===== src/rtl/fifo_rv.sv =====
// Single-clock FWFT FIFO with valid/ready on both sides, any depth >= 2,
// fill level, almost-full/almost-empty decodes, synchronous flush and a high watermark.
module fifo_rv #(
    parameter int unsigned WIDTH     = 32,
    parameter int unsigned DEPTH     = 4,
    parameter int unsigned AFULL_TH  = DEPTH - 1,
    parameter int unsigned AEMPTY_TH = 1,
    localparam int unsigned LW       = $clog2(DEPTH + 1)
) (
    input  logic             clk,
    input  logic             rst,
    input  logic             s_valid,
    output logic             s_ready,
    input  logic [WIDTH-1:0] s_data,
    output logic             m_valid,
    input  logic             m_ready,
    output logic [WIDTH-1:0] m_data,
    input  logic             flush,
    output logic [LW-1:0]    level,
    output logic             almost_full,
    output logic             almost_empty,
    output logic [LW-1:0]    max_level,
    input  logic             wm_clr
);

    localparam int unsigned   PW       = $clog2(DEPTH);
    localparam logic [LW-1:0] DEPTH_L  = LW'(DEPTH);
    localparam logic [LW-1:0] AFULL_L  = LW'(AFULL_TH);
    localparam logic [LW-1:0] AEMPTY_L = LW'(AEMPTY_TH);
    localparam logic [PW-1:0] LAST_PTR = PW'(DEPTH - 1);

    logic [WIDTH-1:0] mem [DEPTH];
    logic [PW-1:0]    wr_ptr_q, wr_ptr_d;
    logic [PW-1:0]    rd_ptr_q, rd_ptr_d;
    logic [LW-1:0]    level_q, level_d;
    logic [LW-1:0]    max_level_q, max_level_d;
    logic             wr_fire, rd_fire;

    // Explicit wrap compare so non-power-of-two depths work.
    function automatic logic [PW-1:0] ptr_inc(input logic [PW-1:0] p);
        return (p == LAST_PTR) ? '0 : p + 1'b1;
    endfunction

    assign s_ready      = (level_q != DEPTH_L) && !flush;
    assign m_valid      = (level_q != '0) && !flush;
    assign wr_fire      = s_valid && s_ready;
    assign rd_fire      = m_valid && m_ready;
    assign m_data       = mem[rd_ptr_q];
    assign level        = level_q;
    assign max_level    = max_level_q;
    assign almost_full  = (level_q >= AFULL_L);
    assign almost_empty = (level_q <= AEMPTY_L);

    always_comb begin
        wr_ptr_d    = wr_ptr_q;
        rd_ptr_d    = rd_ptr_q;
        level_d     = level_q;
        max_level_d = max_level_q;
        if (flush) begin
            wr_ptr_d = '0;
            rd_ptr_d = '0;
            level_d  = '0;
        end else begin
            if (wr_fire) wr_ptr_d = ptr_inc(wr_ptr_q);
            if (rd_fire) rd_ptr_d = ptr_inc(rd_ptr_q);
            case ({wr_fire, rd_fire})
                2'b10:   level_d = level_q + 1'b1;
                2'b01:   level_d = level_q - 1'b1;
                default: level_d = level_q;
            endcase
        end
        // Flush forces level_d to 0, so flush+wm_clr clears the watermark.
        if (wm_clr) begin
            max_level_d = level_d;
        end else if (level_d > max_level_q) begin
            max_level_d = level_d;
        end
    end

    always_ff @(posedge clk or posedge rst) begin
        if (rst) begin
            wr_ptr_q    <= '0;
            rd_ptr_q    <= '0;
            level_q     <= '0;
            max_level_q <= '0;
        end else begin
            wr_ptr_q    <= wr_ptr_d;
            rd_ptr_q    <= rd_ptr_d;
            level_q     <= level_d;
            max_level_q <= max_level_d;
        end
    end

    always_ff @(posedge clk) begin
        if (wr_fire) mem[wr_ptr_q] <= s_data;
    end

endmodule


===== config.mk =====
export PLATFORM = sky130hd
export DESIGN_NAME = fifo_rv
export DESIGN_NICKNAME = d
export VERILOG_FILES = /design/src/rtl/fifo_rv.sv
export SDC_FILE = /design/constraint.sdc
export NUM_CORES = 1
export LEC_CHECK = 0
export CELL_PAD_IN_SITES_DETAIL_PLACEMENT = 1
export CELL_PAD_IN_SITES_GLOBAL_PLACEMENT = 1
export CORE_MARGIN = 2
export CORE_UTILIZATION = 47
export CTS_CLUSTER_DIAMETER = 60
export CTS_CLUSTER_SIZE = 30
export DETAILED_ROUTE_END_ITERATION = 10
export PLACE_DENSITY_LB_ADDON = 0.1
export SYNTH_ARGS = -nofsm -noshare
export SYNTH_HDL_FRONTEND = slang
export SYNTH_SLANG_ARGS = --single-unit

===== constraint.sdc =====
create_clock -name clk -period 3.76 [get_ports clk]
set_input_delay 0.752 -clock clk [delete_from_list [all_inputs] [get_ports clk]]
set_output_delay 0.752 -clock clk [all_outputs]
set_load 0.03 [all_outputs]

==> metrics.txt <==
status=finished, final reports clean; worst r2r src=level[0]$_DFF_PP0_; Worst Tran Pin Value=roughly 0.54 ns; worst setup path start=flush; HP Start=max_level[2]$_DFFE_PP0P_; Synth area leaders=edfxtp_1, mux4_2, dfrtp_1; Routed WL per cell=20.0 µm; clk slew on worst S/H paths=0.06 ns; clock network latency to the later pin of the worst-skew pair=~0.40 ns; PwrDens=553 nW/µm²; layout cells sized above 1=0.237; Placed Area=6400 µm²; Seq cells post-synth=around 140; CTS buffer count=17; Yosys warnings=0; final setup TNS=0 ns; Pleak=0.00236 µW; GRT overflow=0; FMAX=300 MHz; vias in the first global route=between 2000 and 3000; Core Rows=39; nets=roughly 400; maximum buffer depth of the clock tree=2; Root Driver=clkbuf_16; Crit Path Category=input pin to flip-flop; crit-path max FO=7; Worst Setup Start Kind=input pin; XOR/XNOR share of the synthesized area=0; Cell Area, Synth=5400 µm²; Initial Util=0.477; Worst Setup End Kind=flip-flop; Area growth syn-to-layout=29.8%; pin count of the biggest net entering global routing=33; Yosys cell types=31; sequential share of the synthesized area=0.758; CTS tree=done; Max Cap Violations=0; Non-Filler Instances=502; Slew HR=0.642; Synth Area in Adders=0.0324; # setup viols final=0; worst r2r path cells=14; worst vdd ir=352 µV; Synth Area in Compound Gates=0.0243; mux cell area share after synthesis=0.142; simple-gate share of the synthesized area=0.0202; commonest non-fill, non-tap cell in the layout=edfxtp_1; DP HPWL=about 6.3 mm; Vias/cell=5.30; Final ANT Viol Nets=0; main combinational cell family by area after synthesis=multiplexers; die area=12400 µm²; WP data required=between 4 and 5 ns; antenna cells=0; Hold Fails Final Rpt=0; Worst Hold End=max_level[2]$_DFFE_PP0P_; Clock Sinks=138; Hold Path Class=flip-flop to flip-flop; placed insts=470; die width=111 µm; antenna violations before repair=0; period utilization=0.885; Final Wtd Congestion=0.735; Pwr Total=3870 µW; Residual DRC=0; min Tclk post-route=3.33 ns; syn nets=299; most frequent cells in the layout=edfxtp_1, clkdlybuf4s50_1, mux4_2; Post-CTS Setup Inserts=0; RSZ-0062 raised after global routing=no; Clock Skew=~0.011 ns; post-CTS sizing=0; Synth top area share=0.712; port bufs=79; via count=about 2700; crit path DAT=3.62 ns; Mean Syn Cell Area=21.9 µm²; CTS Hold Bufs=0; RR Endpoint=max_level[1]$_DFFE_PP0P_; Max Slew Vio Count=0; drt first pass iters=6; Die Ht=between 100 and 150 µm; hold path cells=1; H-tree lvl count=4; initial DRC count=112; cell count after synthesis=247; first-pass GRT wire length=about 16 mm; Post-Route WL=10.1 mm; Synth area leader=edfxtp_1; setup slack, reg-to-reg=0.45 ns; GRT Total Usage=0.176; fin area=~7000 µm²; Boundary Pins=80; core area=between 10000 and 15000 µm²
worst max path at each step:
stage / end / cells past startpoint
6_report: max_level[1]$_DFFE_PP0P_ / 13
4_1_cts: m_data[3] / 3
5_1_grt: max_level[0]$_DFFE_PP0P_ / 14
2_1_floorplan: max_level[0]$_DFFE_PP0P_ / 14
3_5_place_dp: max_level[1]$_DFFE_PP0P_ / 13
3_3_place_gp: max_level[1]$_DFFE_PP0P_ / 13
cell families after synthesis:
family | Yosys count
simple gates | 19
flops | 138
fa+ha+maj | 14
mux | 36
buf+inv | 22
compound gates | 18
worst max-delay path: stages:
cell	delay (ns)
clkdlybuf4s50_1	0.61
a21oi_4	0.07
nand2_2	0.10
inv_1	0.05
ha_1	0.37
nor3b_1	0.24
a21oi_1	0.06
a21oi_1	0.27
ha_1	0.29
nand3_1	0.08
o21ai_0	0.07
o21bai_1	0.28
mux2_2	0.37
cells in the mapped netlist (all sizes together):
library cell  number
nor3b              2
nand2b             1
o21bai             1
mux4              32
and3               4
nor2b              1
nand4              1
a211oi             3
and2b              1
nand2              4
o21ai              4
nand3              1
edfxtp           128
inv               13
buf                7
dfrtp             10
or3                1
a31o               1
mux2i              1
nor2               3
mux2               3
clkbuf             2
a21oi              7
ha                14
o31ai              2
where the power goes:
part           leakage (µW)  total [µW]  internal [µW]  switching [µW]
clock              0.000292        1690           1110             589
combinational      0.000773         416            198             218
sequential          0.00130        1760           1740            25.4
state kept, by name, summed over array words and instances, names as in the netlist:
name / count
max_level: 3
level: 3
rd_ptr_q: 2
wr_ptr_q: 2
mem: 128
per-layer routing:
layer | GRT usage | part of all wire | vias to the layer above
met1 | 0.224 | 0.42 | 1387
met5 | 0 | 0 | -
li1 | - | - | 1201
met3 | 0.0530 | 0.037 | 7
met4 | 0.0691 | 0.0081 | 0
met2 | 0.286 | 0.53 | 66
through the flow:
stage	setup WS (ns)	hold slack, ns	util
after floorplan	0.458	0.564	-
after global placement	0.0517	0.525	0.565
after detailed placement	-0.0154	0.527	0.565
after CTS	0.397	0.540	0.619
after global routing	0.135	0.567	0.619
final	0.432	0.537	0.619
layout make-up:
cell class | count | area, µm²
clock buffers | 20 | 437
repair buffers | 89 | 891
clock inverters | 12 | 171
multi-input cells | 87 | 1180
flip-flops and latches | 138 | 4100
well taps | 143 | 179
inverters | 13 | 48.8
fillers | 987 | 4310
No activity file was read; power rests on OpenSTA's default activity.
